`config.mk`:
```
export PLATFORM = sky130hd
export DESIGN_NAME = otter_exec_unit
export DESIGN_NICKNAME = d
export VERILOG_FILES = /design/src/rtl/otter_exec_unit.sv
export SDC_FILE = /design/constraint.sdc
export NUM_CORES = 1
export LEC_CHECK = 0
export CAP_MARGIN = 20
export CORE_MARGIN = 2
export CORE_UTILIZATION = 40
export DETAILED_ROUTE_END_ITERATION = 10
export PLACE_DENSITY = 0.67
export SETUP_SLACK_MARGIN = 0.2
export SLEW_MARGIN = 30
export SYNTH_ARGS = -nofsm -noshare
export SYNTH_HDL_FRONTEND = slang
export SYNTH_SLANG_ARGS = --single-unit
```
`constraint.sdc`:
```
create_clock -name CLK -period 9.2 [get_ports CLK]
set_input_delay 2.76 -clock CLK [delete_from_list [all_inputs] [get_ports CLK]]
set_output_delay 2.76 -clock CLK [all_outputs]
set_load 0.01 [all_outputs]
```
`src/rtl/otter_exec_unit.sv`:
```
// OTTER execute stage: ALU, branch condition generator and branch address generator, plus the EX/MEM result register.
// Define OTTER_EXEC_JALR_ALIGN_EN to clear bit 0 of the JALR target.
module otter_exec_unit (
    input  logic        CLK,
    input  logic        RST,
    input  logic        EN,
    input  logic        CLR,
    input  logic [3:0]  ALU_FUN,
    input  logic [31:0] SRC_A,
    input  logic [31:0] SRC_B,
    input  logic [31:0] RS1,
    input  logic [31:0] RS2,
    input  logic [31:0] PC,
    input  logic [31:0] I_TYPE,
    input  logic [31:0] J_TYPE,
    input  logic [31:0] B_TYPE,
    output logic [31:0] RESULT,
    output logic [31:0] RESULT_Q,
    output logic        BR_EQ,
    output logic        BR_LT,
    output logic        BR_LTU,
    output logic [31:0] JAL,
    output logic [31:0] JALR,
    output logic [31:0] BRANCH
);

    typedef enum logic [3:0] {
        ALU_ADD  = 4'b0000,
        ALU_SLL  = 4'b0001,
        ALU_SLT  = 4'b0010,
        ALU_SLTU = 4'b0011,
        ALU_XOR  = 4'b0100,
        ALU_SRL  = 4'b0101,
        ALU_OR   = 4'b0110,
        ALU_AND  = 4'b0111,
        ALU_SUB  = 4'b1000,
        ALU_LUI  = 4'b1001,
        ALU_SRA  = 4'b1101
    } alu_op_e;

    alu_op_e     w_op;
    logic [4:0]  w_shamt;
    logic [31:0] w_alu;
    logic [31:0] w_jalr_sum;
    logic [31:0] r_result_q;

    assign w_op    = alu_op_e'(ALU_FUN);
    assign w_shamt = SRC_B[4:0];

    // Unlisted encodings fall through to zero.
    always_comb begin
        w_alu = '0;
        case (w_op)
            ALU_ADD:  w_alu = SRC_A + SRC_B;
            ALU_SUB:  w_alu = SRC_A - SRC_B;
            ALU_SLL:  w_alu = SRC_A << w_shamt;
            ALU_SLT:  w_alu = {31'd0, $signed(SRC_A) < $signed(SRC_B)};
            ALU_SLTU: w_alu = {31'd0, SRC_A < SRC_B};
            ALU_XOR:  w_alu = SRC_A ^ SRC_B;
            ALU_SRL:  w_alu = SRC_A >> w_shamt;
            ALU_SRA:  w_alu = $unsigned($signed(SRC_A) >>> w_shamt);
            ALU_OR:   w_alu = SRC_A | SRC_B;
            ALU_AND:  w_alu = SRC_A & SRC_B;
            ALU_LUI:  w_alu = SRC_A;
            default:  w_alu = '0;
        endcase
    end

    assign RESULT = w_alu;

    assign BR_EQ  = (RS1 == RS2);
    assign BR_LT  = ($signed(RS1) < $signed(RS2));
    assign BR_LTU = (RS1 < RS2);

    assign JAL        = PC + J_TYPE;
    assign BRANCH     = PC + B_TYPE;
    assign w_jalr_sum = RS1 + I_TYPE;

`ifdef OTTER_EXEC_JALR_ALIGN_EN
    assign JALR = {w_jalr_sum[31:1], 1'b0};
`else
    assign JALR = w_jalr_sum;
`endif

    always_ff @(posedge CLK) begin
        if (RST) begin
            r_result_q <= '0;
        end else if (CLR) begin
            r_result_q <= '0;
        end else if (EN) begin
            r_result_q <= w_alu;
        end
    end

    assign RESULT_Q = r_result_q;

endmodule

```
==> results of run 1 <==
[worst max-delay path, stage by stage]
cell and delay, ns:
clkdlybuf4s50_1 0.47, inv_1 0.06, ha_1 0.30, buf_4 0.18
nor2_1 0.12, o211ai_2 0.13, a21oi_2 0.23, a41o_4 0.30
nand4_1 0.27, a31oi_2 0.25, o211ai_1 0.13, a221oi_2 0.31
o22ai_2 0.15, nand2_1 0.09, clkdlybuf4s50_1 0.54
[final cells by class]
cell class / instances / area (sq um) / share of cell area
Multi-Input combinational cell: 1869 / 14100 / 0.622
Timing Repair Buffer: 690 / 6380 / 0.282
Inverter: 175 / 657 / 0.0291
Sequential cell: 32 / 641 / 0.0283
Tap cell: 511 / 639 / 0.0283
Clock buffer: 7 / 153 / 0.00675
Clock inverter: 1 / 30.0 / 0.00133
Antenna cell: 12 / 30.0 / 0.00133
[power breakdown]
group	total (mW)	switching, mW	internal, mW
clock	0.208	0.0655	0.143
sequential	0.149	0.00348	0.145
combinational	1.63	0.868	0.764
[metal layers]
metal,routed length [um],GRT usage,share of wire,up-vias
li1,-,-,-,9316
met1,30600,0.445,0.36,9612
met2,40300,0.703,0.47,1212
met3,7480,0.0823,0.087,335
met4,7260,0.276,0.085,2
met5,13,0,0.00015,-
[layout by cell type (no fill, tap or decap), types with 18 or more instances in the layout]
cell type	synthesis	final
o21bai_1	25	23
a21o_1	65	65
xnor2_1	64	64
a21oi_1	221	209
nor2_1	255	253
nand2b_1	24	24
o211ai_1	30	30
and3_1	18	18
mux4_2	37	37
nand2_1	153	153
a211oi_1	41	35
inv_1	170	170
o21ai_1	36	41
a31oi_1	27	23
clkdlybuf4s50_1	0	387
buf_4	1	252
nand3_1	36	36
xor2_1	21	21
o21a_1	18	18
nor3_1	52	47
dfxtp_1	32	32
o21ai_0	122	114
nor2b_1	24	20
ha_1	229	215
mux2i_1	63	62
[path summary, 6_finish.rpt]
path,startpoint,to,depth (start not counted)
max reg2reg,RESULT_Q[11]$_SDFFE_PP0P_,RESULT_Q[11]$_SDFFE_PP0P_,2
max,SRC_B[4],RESULT[31],15
min,RESULT_Q[5]$_SDFFE_PP0P_,RESULT_Q[5]$_SDFFE_PP0P_,2
min reg2reg,RESULT_Q[5]$_SDFFE_PP0P_,RESULT_Q[5]$_SDFFE_PP0P_,2
[cells by family (layout without fill, tap and decap cells)]
family,after synthesis,in the layout,synth area share
buffers and inverters,298,873,0.0798
DFF,32,32,0.0416
and+or+nand+nor,636,636,0.188
adders and majority gates,234,234,0.193
muxes,110,110,0.103
AOI/OAI and AO/OA,804,804,0.347
other,0,12,0
xor gates and xnor gates,85,85,0.0483
[repair_timing]
| item | 4_1_cts | 5_1_grt |
|---|---|---|
| hold buffers | 0 | 0 |
| resized for setup | 66 | 87 |
| setup buffers | 3 | 3 |
| setup endpoints to repair | 45 | 44 |
| pin swaps | 18 | 20 |
==> impl_metrics.csv, run 1 <==
group,metric,value,unit
timing,drv_slew,0,
cells_and_area,layout.cells.non_filler,3297,
cells_and_area,nNetsFinal,3271,
worst_hold_path,min_path_type,"reg2reg",
clocking,cts_made_buffers,5,
setup_path,path_class,"in2out",
drt,postRouteAntennaNets,0,
clocking,ctsRootBufferMaster,"clkbuf_16",
synth,synth_edf_count,0,
drt,drt_wl_total,85700,um
synth,synth.lib_cells_used.distinct,97,
timing,timing.final.ws_setup,0.129,ns
die,fp.dieH,200,um
clocking,clkTransAtPathRegs,0.06,ns
drt,wire_per_inst,26.0,um
power,peakVddDrop,0.0708,mV
timing,rsz0062_at_grt,"yes",
cells_and_area,final_layout_size_suffix_gt1_frac,0.158,
synth,ys_async_sr_fraction,0,
timing,period_minus_slack,9.07,ns
cells_and_area,area_delta_synth_final,46.8,%
timing,worstMarginPinSlew,0.738,ns
setup_path,r2r_slack,8.40,ns
synth,synth_top_area_cell,"ha_1",
drt,drt-pass1-iter-count,7,
outcome,status,"completed",
timing,hold-worst-slack,0.472,ns
cells_and_area,largest_register_ffs,32,
setup_path,path_max_fanout,7,
synth,syn_area_per_cell,7.00,sq um
timing,finClkSkew,0,ns
synth,yosysMostFrequentCell,"nor2_1",
timing,clock.fmax,0.110,GHz
place,placed_area,0.0218,sq mm
power,power.leakage,10.1,nW
cells_and_area,n_fill_cell,3521,
global_routing,grt_start_max_net_pins,89,
place,pre_cts_ws,-0.391,ns
setup_path,arrival,6.31,ns
die,die_w,200,um
die,ios,427,
drt,route.detailed.drc,0,
synth,yosysTopAreaCellShare,0.186,
synth,synth_area_leaders,"ha_1, a21oi_1, nor2_1, mux4_2, dfxtp_1",
clocking,htree_num_levels,2,
power,powerDensity,88.0,mW/mm^2
place,port_buffers,426,
drt,vias,20500,
synth,ys.flop_type,"dfxtp_1",
global_routing,grt_first_pass_wirelength,126000,um
cells_and_area,utilization,0.599,
place,dp_cells,3271,
global_routing,antenna_found_initial,13,
place,gp_congestion,1.08,
setup_path,start_kind,"input pin",
die,core_area,0.0378,sq mm
clocking,clock_sinks,32,
timing,fin_tns_setup,0,ns
timing,setup_viol_count_final,0,
synth,synth_common_cells,"nor2_1, ha_1, a21oi_1, inv_1, nand2_1",
drt,first_iter_violations,2070,
timing,post-route-period-util,0.986,
synth,synth_fp_nets,2697,
setup_path,worstPathRequired,6.44,ns
timing,final_hold_viol_count,0,
global_routing,grt_pass1_vias,20100,
synth,ys_ff_latch,32,
die,start_util,0.408,
synth,synth_warnings,0,
clocking,clk_latency,0.28,ns
drt,viasPerCell,6.21,
clocking,clk_path_buf_depth,2,
synth,synth_seq_area_share,0.0416,
die,dieArea,0.0401,sq mm
timing,slew_headroom,0.506,
synth,synthCells,2199,
clocking,cts_tree,"yes",
place,dp_hpwl,71900,um
cells_and_area,postLayoutCellArea,0.0226,sq mm
synth,syn-cell-area,0.0154,sq mm
setup_path,crit_path_end_kind,"output pin",
power,fin_total_pwr,1.99,mW
global_routing,overflow,0,
die,core.rowCount,71,
run,cap_violations,0,
global_routing,grt_usage,0.405,
No activity file was read; power rests on OpenSTA's default activity.
==> inputs of run 2 (changes only) <==
Settings changed: PLACE_DENSITY 0.67 to unset, PLACE_DENSITY_LB_ADDON set to 0.3, RECOVER_POWER set to 50, REMOVE_ABC_BUFFERS set to 1.
==> run 2 against run 1 <==
Against the previous run:
- clock skew unchanged
- die area unchanged
- worst setup slack got worse by 0.074 ns
- non-clock buffer count increased by 4
- critical endpoint is now RESULT[6]
- sequential share of layout area about the same
- register-to-register slack about the same
- core utilization decreased by 0.75 points
==> impl_metrics.csv, run 2 (synthesis results as in run 1) <==
group,metric,value,unit
cells_and_area,nNetsFinal,3275,
clocking,htree_num_levels,2,
setup_path,crit_path_end_kind,"output pin",
clocking,clock_sinks,32,
timing,finClkSkew,0,ns
global_routing,grt_pass1_vias,19600,
global_routing,grt_usage,0.380,
setup_path,path_class,"in2out",
clocking,cts_made_buffers,5,
cells_and_area,mostFrequentLayoutCells,"clkdlybuf4s50_1, buf_4, nor2_1",
drt,drt_wl_total,79700,um
power,powerDensity,86.0,mW/mm^2
drt,wire_per_inst,24.2,um
run,cap_violations,0,
timing,drv_slew,0,
die,die_w,200,um
place,dp_hpwl,65700,um
clocking,ctsRootBufferMaster,"clkbuf_16",
die,core_area,0.0378,sq mm
drt,first_iter_violations,2050,
timing,rsz0062_at_grt,"yes",
timing,post-route-period-util,0.994,
drt,vias,20300,
place,port_buffers,426,
global_routing,antenna_found_initial,2,
timing,clock.fmax,0.109,GHz
drt,viasPerCell,6.16,
die,start_util,0.408,
timing,period_minus_slack,9.14,ns
setup_path,reg2regPathDepth,2,
place,gp_congestion,1.02,
timing,worstMarginPinSlew,0.905,ns
drt,postRouteAntennaNets,0,
timing,slew_headroom,0.396,
drt,route.detailed.drc,0,
cells_and_area,largest_register_ffs,32,
clocking,cts_hold_buf,0,
die,ios,427,
die,fp.dieH,200,um
global_routing,grt_start_max_net_pins,58,
power,power.leakage,10.1,nW
timing,setup_viol_count_final,0,
clocking,clk_path_buf_depth,2,
clocking,cts_tree,"yes",
cells_and_area,final_common_cell,"clkdlybuf4s50_1",
outcome,status,"completed",
timing,final_hold_viol_count,0,
global_routing,overflow,0,
clocking,clkTransAtPathRegs,0.09,ns
setup_path,start_kind,"input pin",
power,peakVddDrop,0.0768,mV
clocking,clk_latency,0.32,ns
die,dieArea,0.0401,sq mm
setup_path,worstPathRequired,6.44,ns
setup_path,path_max_fanout,12,
power,fin_total_pwr,1.92,mW
worst_hold_path,hold_depth,2,
cells_and_area,final_layout_size_suffix_gt1_frac,0.152,
drt,drt-pass1-iter-count,6,
setup_path,arrival,6.38,ns
die,core.rowCount,71,
timing,fin_tns_setup,0,ns
global_routing,grt_first_pass_wirelength,119000,um
cells_and_area,area_delta_synth_final,44.9,%
worst_hold_path,min_path_type,"reg2reg",
-- run 2: cell types whose count changed in the layout (fill, tap and decap cells not counted), sizes merged --
cell           previous run  this run
clkbuf                   10         7
clkdlybuf4s50           387       330
dlymetal6s2s             15        11
buf                     269       271
diode                    12         1
inv                     173       172
dlygate4sd2              15        14
clkinv                    2         6
dlygate4sd3               0        65
bufinv                    1         0
-- run 2: cell type report --
cell class | count | area [sq um]
tap | 511 | 639
multi-input combinational | 1869 | 13900
timing repair buffer | 694 | 6300
inverter | 175 | 657
fill | 3544 | 15400
sequential | 32 | 641
clock buffer | 5 | 125
clock inverter | 3 | 18.8
antenna | 1 | 2.50
-- run 2: stage by stage --
| stage | worst slack (ns) | area, sq um | cells | hold slack (ns) | utilization |
|---|---|---|---|---|---|
| CTS | 0.192 | 22100 | 3284 | 0.471 | 0.585 |
| detailed placement | -0.483 | 21700 | 3270 | 0.460 | 0.575 |
| floorplan | 0.501 | 14800 | 2076 | 0.490 | - |
| global placement | -0.474 | 21700 | 3270 | 0.453 | 0.575 |
| global route | 0.0151 | 22300 | 3290 | 0.493 | 0.591 |
| finish | 0.0558 | 22300 | 3290 | 0.469 | 0.591 |
-- run 2: timing repair --
item,CTS,global route
gates resized for setup,65,63
cloned,0,0
setup buffers,6,5
setup endpoints to repair,37,44
pin swaps,19,16
-- run 2: worst paths after layout --
check / startpoint / endpoint / slack, ns
setup / recovery: ALU_FUN[0] / RESULT[6] / 0.06
hold / removal: RESULT_Q[7]$_SDFFE_PP0P_ / RESULT_Q[7]$_SDFFE_PP0P_ / 0.47
setup reg to reg: RESULT_Q[11]$_SDFFE_PP0P_ / RESULT_Q[11]$_SDFFE_PP0P_ / 8.41
hold reg to reg: RESULT_Q[7]$_SDFFE_PP0P_ / RESULT_Q[7]$_SDFFE_PP0P_ / 0.47
-- run 2: per-layer routing --
layer / up-vias / share of wire / GRT usage
li1: 9318 / - / -
met1: 9470 / 0.39 / 0.458
met2: 1215 / 0.46 / 0.641
met3: 256 / 0.085 / 0.0644
met4: 2 / 0.065 / 0.212
met5: - / 0.00016 / 0
-- run 2: report_power, final --
| part | internal (mW) | leakage [nW] | switching, mW |
|---|---|---|---|
| clock network | 0.101 | 0.0736 | 0.0953 |
| logic | 0.743 | 9.74 | 0.833 |
| registers | 0.145 | 0.261 | 0.00293 |
| total | 0.989 | 10.1 | 0.931 |
-- run 2: critical path, stage by stage --
cell             delay (ns)
dlygate4sd3_1          0.66
nor2b_1                0.18
buf_4                  0.15
and2_0                 0.40
buf_4                  0.34
a22oi_1                0.22
o21ai_0                0.12
a21oi_1                0.35
o211ai_1               0.25
nor3_1                 0.37
inv_1                  0.08
clkdlybuf4s50_1        0.49
